### config.mk
export PLATFORM = sky130hd
export DESIGN_NAME = led_scan_pwm_flat
export DESIGN_NICKNAME = d
export VERILOG_FILES = /design/src/rtl/led_scan_pwm_if.sv /design/src/rtl/led_scan_pwm.sv /design/src/flat_wrapper.sv
export SDC_FILE = /design/constraint.sdc
export NUM_CORES = 1
export LEC_CHECK = 0
export ABC_CLOCK_PERIOD_IN_PS = 5000
export BUFFER_PORTS_ARGS = -buffer_cell sky130_fd_sc_hd__clkbuf_2
export CAP_MARGIN = 20
export CORE_MARGIN = 2
export CORE_UTILIZATION = 30
export DETAILED_ROUTE_END_ITERATION = 16
export HOLD_SLACK_MARGIN = 0.03
export PLACE_DENSITY = 0.43
export RECOVER_POWER = 25
export SLEW_MARGIN = 30
export SYNTH_ARGS = -nofsm -noshare
export SYNTH_HDL_FRONTEND = slang
export SYNTH_SLANG_ARGS = --single-unit
### constraint.sdc
create_clock -name sys_clk -period 5 [get_ports sys_clk]
set_input_delay 0.5 -clock sys_clk [delete_from_list [all_inputs] [get_ports sys_clk]]
set_output_delay 0.5 -clock sys_clk [all_outputs]
set_load 0.01 [all_outputs]
### src/rtl/led_scan_pwm_if.sv
// Register-bus write port of the LED scan/PWM block: duty writes in,
// out-of-range index error pulse back.
interface led_scan_pwm_if #(
    parameter int NUM_LEDS = 7,
    parameter int PWM_BITS = 8
);
    localparam int IDX_W = (NUM_LEDS > 1) ? $clog2(NUM_LEDS) : 1;

    logic                  wr_en;
    logic [IDX_W-1:0]      wr_idx;
    logic [3*PWM_BITS-1:0] wr_rgb;
    logic                  wr_err;

    modport master (output wr_en, output wr_idx, output wr_rgb, input wr_err);
    modport slave  (input wr_en, input wr_idx, input wr_rgb, output wr_err);
endinterface

### src/rtl/led_scan_pwm.sv
// Time-multiplexed RGB LED driver. Each LED gets one slot per frame: a few
// all-off blanking ticks, then a PWM drive phase of 2^PWM_BITS-1 ticks.
// Duty values are double-buffered (shadow written by the bus, active used
// by the scan) and the shadow is copied into active only at frame start.
module led_scan_pwm #(
    parameter int NUM_LEDS    = 7,
    parameter int PWM_BITS    = 8,
    parameter int PRESCALE    = 4,
    parameter int BLANK_TICKS = 2
) (
    input  logic                sys_clk,
    input  logic                sys_rst_n,
    input  logic                enable,
    led_scan_pwm_if.slave       wr_bus,
    output logic                frame_start,
    output logic [NUM_LEDS-1:0] leds_en,
    output logic [2:0]          leds_color
);

    localparam int IDX_W = (NUM_LEDS > 1)    ? $clog2(NUM_LEDS)    : 1;
    localparam int PRE_W = (PRESCALE > 1)    ? $clog2(PRESCALE)    : 1;
    localparam int BLK_W = (BLANK_TICKS > 1) ? $clog2(BLANK_TICKS) : 1;
    localparam int RGB_W = 3 * PWM_BITS;

    localparam logic [PRE_W-1:0]    PRE_LAST  = PRE_W'(PRESCALE - 1);
    localparam logic [BLK_W-1:0]    BLK_LAST  = BLK_W'(BLANK_TICKS - 1);
    localparam logic [PWM_BITS-1:0] PWM_LAST  = PWM_BITS'((2 ** PWM_BITS) - 2);
    localparam logic [IDX_W-1:0]    SLOT_LAST = IDX_W'(NUM_LEDS - 1);

    typedef enum logic [1:0] {
        IDLE  = 2'd0,
        BLANK = 2'd1,
        DRIVE = 2'd2
    } state_t;

    state_t                state_q, state_d;
    logic [PRE_W-1:0]      pre_q, pre_d;
    logic [BLK_W-1:0]      blk_q, blk_d;
    logic [PWM_BITS-1:0]   pwm_q, pwm_d;
    logic [IDX_W-1:0]      slot_q, slot_d;
    logic                  fs_d;
    logic [NUM_LEDS-1:0]   en_d;
    logic [2:0]            col_d;
    logic                  tick;
    logic                  commit;
    logic                  wr_valid;

    logic [RGB_W-1:0]      shadow_q [NUM_LEDS];
    logic [RGB_W-1:0]      active_q [NUM_LEDS];

    // Colour lines for one LED at a given PWM count: on while count < duty.
    function automatic logic [2:0] pwm_color(input logic [RGB_W-1:0]    duty,
                                             input logic [PWM_BITS-1:0] cnt);
        return {cnt < duty[RGB_W-1 -: PWM_BITS],
                cnt < duty[2*PWM_BITS-1 -: PWM_BITS],
                cnt < duty[PWM_BITS-1:0]};
    endfunction

    // Widened compare so NUM_LEDS equal to a power of two still works.
    assign wr_valid = ({1'b0, wr_bus.wr_idx} < (IDX_W + 1)'(NUM_LEDS));

    // Scan FSM state, counters and registered outputs.
    always_ff @(posedge sys_clk or negedge sys_rst_n) begin
        if (!sys_rst_n) begin
            state_q     <= IDLE;
            pre_q       <= '0;
            blk_q       <= '0;
            pwm_q       <= '0;
            slot_q      <= '0;
            frame_start <= 1'b0;
            leds_en     <= '0;
            leds_color  <= '0;
        end else begin
            // NOTE: sequential state uses non-blocking assignments so every
            // register samples the pre-edge values, independent of statement order.
            state_q     <= state_d;
            pre_q       <= pre_d;
            blk_q       <= blk_d;
            pwm_q       <= pwm_d;
            slot_q      <= slot_d;
            frame_start <= fs_d;
            leds_en     <= en_d;
            leds_color  <= col_d;
        end
    end

    // Next-state, counter and output decode for the scan FSM.
    always_comb begin
        // NOTE: every signal gets a default before any branch, so no path
        // leaves one unassigned and no latch is inferred.
        state_d = state_q;
        pre_d   = pre_q;
        blk_d   = blk_q;
        pwm_d   = pwm_q;
        slot_d  = slot_q;
        fs_d    = 1'b0;
        en_d    = leds_en;
        col_d   = leds_color;
        commit  = 1'b0;
        tick    = (pre_q == PRE_LAST);

        if (!enable) begin
            state_d = IDLE;
            pre_d   = '0;
            blk_d   = '0;
            pwm_d   = '0;
            slot_d  = '0;
            en_d    = '0;
            col_d   = '0;
        end else begin
            unique case (state_q)
                IDLE: begin
                    state_d = BLANK;
                    pre_d   = '0;
                    blk_d   = '0;
                    pwm_d   = '0;
                    slot_d  = '0;
                    commit  = 1'b1;
                    fs_d    = 1'b1;
                    en_d    = '0;
                    col_d   = '0;
                end
                BLANK: begin
                    pre_d = tick ? '0 : pre_q + 1'b1;
                    en_d  = '0;
                    col_d = '0;
                    if (tick) begin
                        if (blk_q == BLK_LAST) begin
                            state_d = DRIVE;
                            blk_d   = '0;
                            pwm_d   = '0;
                            en_d    = NUM_LEDS'(1) << slot_q;
                            col_d   = pwm_color(active_q[slot_q], '0);
                        end else begin
                            blk_d = blk_q + 1'b1;
                        end
                    end
                end
                DRIVE: begin
                    pre_d = tick ? '0 : pre_q + 1'b1;
                    if (tick) begin
                        if (pwm_q == PWM_LAST) begin
                            state_d = BLANK;
                            pwm_d   = '0;
                            en_d    = '0;
                            col_d   = '0;
                            if (slot_q == SLOT_LAST) begin
                                slot_d = '0;
                                commit = 1'b1;
                                fs_d   = 1'b1;
                            end else begin
                                slot_d = slot_q + 1'b1;
                            end
                        end else begin
                            pwm_d = pwm_q + 1'b1;
                            col_d = pwm_color(active_q[slot_q], pwm_q + 1'b1);
                        end
                    end
                end
                default: begin
                    state_d = IDLE;
                    en_d    = '0;
                    col_d   = '0;
                end
            endcase
        end
    end

    // Bus writes into the shadow buffer; out-of-range index raises wr_err.
    always_ff @(posedge sys_clk or negedge sys_rst_n) begin
        if (!sys_rst_n) begin
            // NOTE: the duty buffers are reset explicitly because a freshly
            // reset board must show all LEDs dark, not whatever the RAM held.
            for (int i = 0; i < NUM_LEDS; i++) begin
                shadow_q[i] <= '0;
            end
            wr_bus.wr_err <= 1'b0;
        end else begin
            wr_bus.wr_err <= wr_bus.wr_en && !wr_valid;
            if (wr_bus.wr_en && wr_valid) begin
                shadow_q[wr_bus.wr_idx] <= wr_bus.wr_rgb;
            end
        end
    end

    // Frame commit: the scan only ever sees a consistent copy of the shadow.
    always_ff @(posedge sys_clk or negedge sys_rst_n) begin
        if (!sys_rst_n) begin
            for (int i = 0; i < NUM_LEDS; i++) begin
                active_q[i] <= '0;
            end
        end else if (commit) begin
            for (int i = 0; i < NUM_LEDS; i++) begin
                active_q[i] <= shadow_q[i];
            end
        end
    end

endmodule
### src/flat_wrapper.sv
// flat-port wrapper written by rule: the top's interface ports become plain ports
module led_scan_pwm_flat 
#(
    parameter int NUM_LEDS    = 7,
    parameter int PWM_BITS    = 8,
    parameter int PRESCALE    = 4,
    parameter int BLANK_TICKS = 2
)
  (sys_clk, sys_rst_n, enable, frame_start, leds_en, leds_color, wr_bus_wr_en, wr_bus_wr_idx, wr_bus_wr_rgb, wr_bus_wr_err);
  led_scan_pwm_if #(.NUM_LEDS(NUM_LEDS), .PWM_BITS(PWM_BITS)) wr_bus_i ();
  input  logic sys_clk;
  input  logic sys_rst_n;
  input  logic enable;
  output logic frame_start;
  output logic [NUM_LEDS-1:0] leds_en;
  output logic [2:0] leds_color;
  input wire logic [$bits(wr_bus_i.wr_en)-1:0] wr_bus_wr_en;
  input wire logic [$bits(wr_bus_i.wr_idx)-1:0] wr_bus_wr_idx;
  input wire logic [$bits(wr_bus_i.wr_rgb)-1:0] wr_bus_wr_rgb;
  output wire logic [$bits(wr_bus_i.wr_err)-1:0] wr_bus_wr_err;
  assign wr_bus_i.wr_en = wr_bus_wr_en;
  assign wr_bus_i.wr_idx = wr_bus_wr_idx;
  assign wr_bus_i.wr_rgb = wr_bus_wr_rgb;
  assign wr_bus_wr_err = wr_bus_i.wr_err;
  led_scan_pwm #(.NUM_LEDS(NUM_LEDS), .PWM_BITS(PWM_BITS), .PRESCALE(PRESCALE), .BLANK_TICKS(BLANK_TICKS)) u_core (.sys_clk(sys_clk), .sys_rst_n(sys_rst_n), .enable(enable), .wr_bus(wr_bus_i), .frame_start(frame_start), .leds_en(leds_en), .leds_color(leds_color));
endmodule
==> metrics, run 1 <==
status finished with violations; final setup vio count 0; clock root buffer clkbuf_16; syn_nets 1182; final hold vios 0; failing checks capacitance limit, slew limit; CTS tree built; Clk pwr share 33.0%; Post-synth EDFFs 0; RSZ-0062 raised after global routing false; Final nets 1224; minimum clock period 3.43 ns; largest net degree at the start of global routing 144; crit end category flip-flop; Fmax 0.292 GHz; post-synth cell types 49; drt drc 0; HPWL Detailed 23500 um; grt ovf 0; Clock Pin Slew Worst Setup and Hold Paths 0.06 ns; crit path kind reg2reg; Reg power frac 46.6%; Slew Limit Fails 125; WP data arrival 3.92 ns; Antenna Cells 0; Synth top area share 55.5%; routed wire length per instance 21.6 um; crit start category flip-flop; Worst Path Required 5.49 ns; Avg Inst Size Synth 14.6 um2; vias 9150; final cycle utilization of the critical path 68.5%; Clock Path Buffers 3; via density per instance 4.84; num rows 85; Die X 238 um; 1st-pass router iterations 5; Initial Util 30.4%; io pins 43; Buffers on Ports 42; first-pass GRT wire length 63500 um; P_leak 8.12 nW; Synth Instances 1123; synth warn 0; Routed Antenna Nets 0; ys async rst share 100%; TNS Setup 0 ns; postcts setup bufs 0; Pwr Density 500 nW/um2; # H-tree levels 2; placed cell count 1815; Synth-to-Final Area Change 13.4%; die area 56600 um2; Tot Pwr 9.31 mW; Worst Max-Slew Pin Slew 3.11 ns; Num CTS Buffers 42; Min-Delay Path Class in2reg; skew final 0.0149 ns; # clock sinks 364; VDD IR-drop max 208 uV; die height 238 um; vias in the first global route 9797; post-synthesis sequential area ratio 55.5%; All-Layer GR Usage 14.8%; post-synth top area cell dfrtp_1; worst-path fanout max 18; initial antenna violation count 2; Synth Cell Area 16400 um2; final cell count without fillers 1890; RD Place Congestion 0.722; DRT iter0 DRCs 532; register bit count reported by yosys 364; Synth Flop Type dfrtp_1; share of post-route cells with drive strength above 1 39.0%; area of the core 53900 um2; synth top area cells dfrtp_1 55%, mux2_2 16%, mux2_4 9.1%, mux2i_1 4.5%, ha_1 2.1%; routed wire length 40700 um; Internal 6.85 mW; switching share of power 26.4%; clk_lat worst skew 0.56 ns; Gate power share 20.4%; tightest slew margin relative to the limit -107%; switching power 2.45 mW; maxcap violations 5
-- registers in the layout (all words and copies together), names as in the netlist --
signal	flops
u_core.shadow_q	168
u_core.pre_q	2
u_core.slot_q	3
u_core.frame_start	1
u_core.leds_en	7
u_core.active_q	168
u_core.leds_color	3
u_core.wr_bus.wr_err	1
u_core.blk_q	1
u_core.state_q	2
u_core.pwm_q	8
-- repair_timing --
| action | CTS | global route |
|---|---|---|
| hold endpoints to repair | 66 | 0 |
| resized for setup | 0 | 0 |
| hold buffers | 1 | 0 |
-- power by group through the flow --
stage / sequential, mW / combinational, mW / clock (mW)
floorplan: 4.20 / 1.62 / 0
global placement: 4.39 / 1.89 / 0
detailed placement: 4.38 / 1.93 / 0
CTS: 4.34 / 1.94 / 3.18
global route: 4.46 / 2.10 / 3.31
finish: 4.33 / 1.90 / 3.07
-- synth_stat cells (all sizes together) (2+ instances only) --
cell,instances
nand2b,5
ha,28
inv,34
or3,2
mux2i,73
nor2b,5
nor3,3
a21o,7
o221ai,24
dfrtp,364
xnor2,4
a22o,6
xor2,2
a31oi,2
a41oi,4
clkbuf,21
o31ai,6
o41ai,2
o21a,3
a21oi,4
nor3b,6
and2,3
mux2,336
o22ai,2
nand4,9
buf,44
a221o,3
nand2,41
nor2,16
and3,2
a211oi,3
nand4b,2
a22oi,37
o21ai,9
nand3,4
-- final timing paths --
path	from	to	slack, ns	cells after the start
max	u_core.slot_q[1]	u_core.leds_color[0]	1.57	9
max in group asynchronous	sys_rst_n	u_core.shadow_q[13]	2.99	3
min reg2reg	u_core.leds_en[3]	u_core.leds_en[3]	0.48	2
min in group asynchronous	sys_rst_n	u_core.shadow_q[21]	0.49	2
min	wr_bus_wr_idx[0]	u_core.wr_bus.wr_err	0.22	3
max reg2reg	u_core.slot_q[1]	u_core.leds_color[0]	1.57	9
-- placed cells by master (no fill, tap or decap), types with 4 or more instances in the layout --
cell type  synthesis  routed
a21o_1             7       7
a22oi_1           37      37
o21ai_0            9       9
nand2b_1           5       5
mux2i_1           73      73
clkbuf_2           0      39
inv_1             34      34
dfrtp_1          364     363
clkbuf_1          21      15
nor2_1            16      15
o221ai_1          24      24
a41oi_1            4       4
buf_4              6      10
nand4_1            9       9
clkbuf_8           0      11
clkbuf_16          0      43
a22o_1             6       6
mux2_4           100     100
o31ai_1            6       6
mux2_2           236     236
ha_1              28      28
nand3_1            4       4
xnor2_1            4       4
nand2_1           41      41
nor3b_1            6       4
clkinv_2           0       7
buf_12            11       4
-- cell families after synthesis --
logic type                 synth area share, %
buffers and inverters                     3.77
adders and majority gates                 2.13
muxes                                     29.8
DFF                                       55.5
xor gates and xnor gates                 0.320
AOI/OAI and AO/OA                         5.40
and+or+nand+nor                           3.10
-- metrics by stage --
stage	setup slack, ns	util [%]	hold slack [ns]	cell area (um2)
6_report	1.57	34.5	0.216	18600
5_1_grt	1.42	34.5	0.214	18600
4_1_cts	1.50	34.5	0.195	18600
3_5_place_dp	1.52	32.0	0.466	17200
3_3_place_gp	1.51	32.0	0.466	17200
2_1_floorplan	2.60	-	0.204	16400
-- per-layer routing --
| layer | track usage [%] | wire length [um] |
|---|---|---|
| met1 | 21.6 | 20400 |
| met2 | 22.7 | 18100 |
| met3 | 2.81 | 1420 |
| met4 | 3.56 | 808 |
| met5 | 0 | 24 |
-- area by class of cell --
class | instances | area (um2)
clock buffers | 62 | 1260
clock inverters | 11 | 111
fillers | 5210 | 35300
inverters | 34 | 128
multi-input cells | 660 | 6710
flip-flops and latches | 364 | 9110
well taps | 696 | 871
repair buffers | 63 | 429
-- critical path: stages (launching register included) --
cell and delay [ns]:
dfrtp_1 0.85, nor2b_2 0.65, buf_4 0.45, a22oi_1 0.23, nand2_1 0.15, ha_1 0.26, a21o_1 0.18, a21o_1 0.17
a211oi_1 0.24, a221o_1 0.18
(Power assumes the default switching activity.)
==> run 2, diff against run 1 <==
--- a/config.mk
+++ b/config.mk
@@ -5,14 +5,14 @@
 export SDC_FILE = /design/constraint.sdc
 export NUM_CORES = 1
 export LEC_CHECK = 0
-export ABC_CLOCK_PERIOD_IN_PS = 5000
+export ABC_CLOCK_PERIOD_IN_PS = 2800
 export BUFFER_PORTS_ARGS = -buffer_cell sky130_fd_sc_hd__clkbuf_2
 export CAP_MARGIN = 20
 export CORE_MARGIN = 2
 export CORE_UTILIZATION = 30
 export DETAILED_ROUTE_END_ITERATION = 16
 export HOLD_SLACK_MARGIN = 0.03
-export PLACE_DENSITY = 0.43
+export PLACE_DENSITY = 0.45
 export RECOVER_POWER = 25
 export SLEW_MARGIN = 30
 export SYNTH_ARGS = -nofsm -noshare
==> constraint.sdc (replaced) <==
create_clock -name sys_clk -period 2.8 [get_ports sys_clk]
set_input_delay 0.28 -clock sys_clk [delete_from_list [all_inputs] [get_ports sys_clk]]
set_output_delay 0.28 -clock sys_clk [all_outputs]
set_load 0.01 [all_outputs]
==> run 2 against run 1 <==
Effect of this change: worst setup slack worse by 1.3 ns; the flow still finishes with violations (capacitance limit, slew limit); total power grew 84%; design area up 3.0%; routed wire length is 0.56% lower; sequential power is 79% higher.
==> metrics, run 2 (synthesis results as in run 1) <==
Die X 238 um; grt ovf 0; Reg power frac 45.3%; Initial Util 30.4%; P_leak 8.41 nW; 1st-pass router iterations 4; status finished with violations; largest net degree at the start of global routing 77; crit end category flip-flop; Layout fillers 5159; Num CTS Buffers 43; die height 238 um; Pwr Density 895 nW/um2; crit path kind reg2reg; Routed Antenna Nets 0; final cycle utilization of the critical path 90.0%; Antenna Cells 0; switching power 4.49 mW; minimum clock period 2.52 ns; RSZ-0062 raised after global routing false; final hold vios 0; Min-Delay Path Class in2reg; worst-path fanout max 13; WP data arrival 3.02 ns; # clock sinks 364; Gate power share 20.3%; Clock Pin Slew Worst Setup and Hold Paths 0.06 ns; Clk pwr share 34.4%; initial antenna violation count 0; Clock Path Buffers 3; Buffers on Ports 42; most frequent cells in the layout 363 x dfrtp_1, 236 x mux2_2, 100 x mux2_4; VDD IR-drop max 367 uV; Worst Path Required 3.30 ns; RD Place Congestion 0.754; top flop regs u_core.active_q x168, u_core.shadow_q x168, u_core.pwm_q x8; tightest slew margin relative to the limit -35.3%; failing checks capacitance limit, slew limit; TNS Setup 0 ns; final instance area 19200 um2; num rows 85; Internal 12.7 mW; maxcap violations 1; HPWL Detailed 24900 um; clk_lat worst skew 0.57 ns; drt drc 0; Slew Limit Fails 62; dpl cell area 17600 um2; commonest non-fill, non-tap cell in the layout dfrtp_1; Final nets 1259; via density per instance 4.84; routed wire length per instance 21.0 um; postcts setup bufs 0; multi-input logic area 6720 um2; DRT iter0 DRCs 537; CTS tree built; share of post-route cells with drive strength above 1 41.0%; # H-tree levels 2; first-pass GRT wire length 64100 um; vias in the first global route 10100; die area 56600 um2; io pins 43; All-Layer GR Usage 14.9%; clock root buffer clkbuf_16; routed wire length 40500 um; skew final 0.0210 ns; Fmax 0.397 GHz; final setup vio count 0; Storage cell area 9110 um2; crit start category flip-flop; fin util 35.6%; Worst Max-Slew Pin Slew 2.03 ns; area of the core 53900 um2; switching share of power 26.2%; Synth-to-Final Area Change 16.8%; vias 9343
## run 2: cell count changes in the layout (fill, tap and decap cells not counted), sizes merged
cell / change
clkinv: -2
dlygate4sd3: +4
buf: +32
clkbuf: +3
bufinv: +3
## run 2: power groups by stage
stage | logic (mW) | registers (mW) | clock network (mW)
global route | 3.85 | 7.99 | 6.34
CTS | 3.56 | 7.79 | 6.10
detailed placement | 3.55 | 7.85 | 0
finish | 3.49 | 7.77 | 5.91
floorplan | 2.89 | 7.51 | 0
global placement | 3.47 | 7.85 | 0
## run 2: worst paths after layout
kind                                         from                    to  slack [ns]  cells after the start
worst min-delay path            wr_bus_wr_rgb[20]   u_core.shadow_q[20]        0.06                      2
max in group asynchronous               sys_rst_n      u_core.slot_q[0]        0.52                      2
worst min register to register  u_core.leds_en[4]     u_core.leds_en[4]        0.48                      2
worst max-delay path             u_core.slot_q[0]  u_core.leds_color[0]        0.28                      9
min in group asynchronous               sys_rst_n     u_core.state_q[1]        0.85                      2
worst max register to register   u_core.slot_q[0]  u_core.leds_color[0]        0.28                      9
## run 2: worst max-delay path, stage by stage, from the launching register on
cell      delay, ns
dfrtp_4        0.57
nand2b_1       0.22
buf_4          0.22
o221ai_1       0.27
nand2_1        0.10
ha_1           0.29
a21o_1         0.18
a21o_1         0.17
a211oi_1       0.23
a221o_1        0.17
## run 2: layout make-up
type	count	share of cell area (%)
Inverter	34	0.665
Multi-Input combinational cell	660	35.1
Tap cell	696	4.54
Clock buffer	67	6.76
Clock inverter	12	1.08
Timing Repair Buffer	97	4.39
Sequential cell	364	47.5
## run 2: repair_timing
| item | CTS | global route |
|---|---|---|
| setup endpoints to repair | 0 | 2 |
| resized for setup | 0 | 1 |
| endpoints found under the hold margin | 65 | 0 |
| hold buffers | 5 | 0 |
## run 2: stage by stage
stage	setup slack, ns	cells	total power [mW]	hold slack, ns
finish	0.280	1930	17.2	0.0586
detailed placement	0.0849	1846	11.4	0.324
global route	0.0875	1930	18.2	0.0546
global placement	0.171	1846	11.3	0.329
floorplan	0.397	1123	10.4	-0.0156
CTS	0.0666	1930	17.4	0.0313
## run 2: layer usage
layer  wire (um)  share of wire, %  vias to the layer above  track usage [%]
li1            -                 -                     4252                -
met1       19800                49                     4911             21.5
met2       18600                46                      129             23.1
met3        1340               3.3                       51             2.22
met4         786               1.9                        0             4.31
met5           0                 0                        -                0
==> run 3, diff against run 2 <==
--- a/config.mk
+++ b/config.mk
@@ -12,7 +12,7 @@
 export CORE_UTILIZATION = 30
 export DETAILED_ROUTE_END_ITERATION = 16
 export HOLD_SLACK_MARGIN = 0.03
-export PLACE_DENSITY = 0.45
+export PLACE_DENSITY_LB_ADDON = 0.3
 export RECOVER_POWER = 25
 export SLEW_MARGIN = 30
 export SYNTH_ARGS = -nofsm -noshare
==> run 3 against run 2 <==
Effect of this change: the run now ends clean; non-clock buffer count grew 1; worst setup slack lost 0.037 ns; register-to-register slack lost 0.04 ns; critical endpoint unchanged; highest routed layer unchanged.
==> metrics, run 3 (synthesis results as in run 1) <==
Antenna Cells 0; final setup vio count 0; # H-tree levels 2; Fmax 0.391 GHz; clk_lat worst skew 0.55 ns; M3 GR Usage 2.63%; final hold vios 0; All-Layer GR Usage 13.9%; WP data arrival 3.05 ns; via density per instance 4.81; crit path cell chain buf_4 -> mux2i_1 -> o221ai_1 -> nand2_1 -> ha_1 -> a21o_1 -> a21o_1 -> a211oi_1 -> a221o_1; skew final 0.00807 ns; delay-heaviest family, CP compound AO/OA/AOI/OAI gates; CTS tree built; grt met1 use 20.0%; grt met2 use 21.8%; Slew Limit Fails 0; largest net degree at the start of global routing 77; RSZ-0062 raised after global routing false; Reg2Reg Capture Point u_core.leds_color[0]; Die X 238 um; Final nets 1258; Clock Path Buffers 3; area of the core 53900 um2; Routed Antenna Nets 0; dpl cell area 17600 um2; R2R depth 9; maxcap violations 0; DRT iter0 DRCs 605; crit end category flip-flop; final worst slack 0.243 ns; tightest slew margin relative to the limit 20.5%; VDD IR-drop max 383 uV; share of post-route cells with drive strength above 1 40.7%; Pwr Density 887 nW/um2; # clock sinks 364; initial antenna violation count 0; R2R setup slack 0.24 ns; top flop regs u_core.active_q x168, u_core.shadow_q x168, u_core.pwm_q x8; final instance area 19000 um2; reg2reg start u_core.slot_q[0]; max incr delay on CP 0.45 ns; HPWL Detailed 24300 um; worst-path fanout max 19; crit path launch u_core.slot_q[0]; Synth-to-Final Area Change 15.5%; Buffers on Ports 42; Tot Pwr 16.8 mW; most frequent cells in the layout 363 x dfrtp_1, 236 x mux2_2, 100 x mux2_4; Clock Pin Slew Worst Setup and Hold Paths 0.06 ns; final cycle utilization of the critical path 91.3%; vias in the first global route 9916; dpl ws 0.181 ns; io pins 43; busiest grt layer met2; first-pass GRT wire length 60900 um; crit path kind reg2reg; routed wire length per instance 19.9 um; P_leak 8.32 nW; die height 238 um; Worst Path Required 3.29 ns; drt drc 0; Num CTS Buffers 41; clock root buffer clkbuf_16; Min-Delay Path Class in2reg; vias 9247; die area 56600 um2; grt ovf 0; routed wire length 38300 um; crit start category flip-flop; 1st-pass router iterations 5; Layout fillers 5120; Worst Max-Slew Pin Slew 1.19 ns; crit-path most repeated cell a21o_1; Initial Util 30.4%; CP max stage cell dfrtp_4; TNS Setup 0 ns; num rows 85; RD Place Congestion 0.770; minimum clock period 2.56 ns; status finished clean; commonest non-fill, non-tap cell in the layout dfrtp_1; Crit. path cell count 9; Buf/Inv on CP 1; Worst Setup EP u_core.leds_color[0]
## run 3: cell types whose count changed in the layout (fill, tap and decap cells not counted), sizes merged
cell,change
bufinv,-1
clkbuf,-3
clkinv,-2
dlygate4sd3,-1
## run 3: final cells by class
type                       count  area, um2  share of cell area, %
tap                          696        871                   4.59
inverter                      34        128                  0.673
sequential                   364       9110                   48.1
clock inverter                 9        151                  0.798
multi-input combinational    660       6720                   35.5
timing repair buffer          98        738                   3.89
clock buffer                  62       1240                   6.53
## run 3: repair_timing
item / CTS / global route
hold buffers: 4 / 0
endpoints found under the hold margin: 66 / 0
setup buffers: 0 / 0
resized for setup: 0 / 1
setup endpoints to repair: 0 / 1
## run 3: through the flow
step	std cells	hold slack, ns	utilization [%]
global route	1923	0.0661	35.2
CTS	1923	0.0439	35.2
global placement	1848	0.339	32.6
floorplan	1123	-0.0156	-
finish	1923	0.0713	35.2
detailed placement	1848	0.340	32.6
## run 3: worst min path at each step
stage / to / cells after the start / slack, ns / start
after floorplan: u_core.active_q[0] / 0 / -0.02 / sys_rst_n
after global placement: u_core.leds_en[6] / 1 / 0.34 / sys_rst_n
after detailed placement: u_core.leds_en[2] / 1 / 0.34 / sys_rst_n
after CTS: u_core.shadow_q[13] / 2 / 0.04 / wr_bus_wr_rgb[13]
after global routing: u_core.shadow_q[131] / 2 / 0.07 / wr_bus_wr_rgb[11]
final: u_core.shadow_q[55] / 2 / 0.07 / wr_bus_wr_rgb[7]
## run 3: routing by layer
layer | share of wire [%] | vias up
met5 | 0 | -
met4 | 1.7 | 0
met3 | 3.3 | 46
met2 | 46 | 122
met1 | 49 | 4829
li1 | - | 4250
## run 3: report_power, final
group	switching (mW)	internal, mW
sequential	0.862	6.86
clock	2.12	3.41
combinational	1.42	2.14
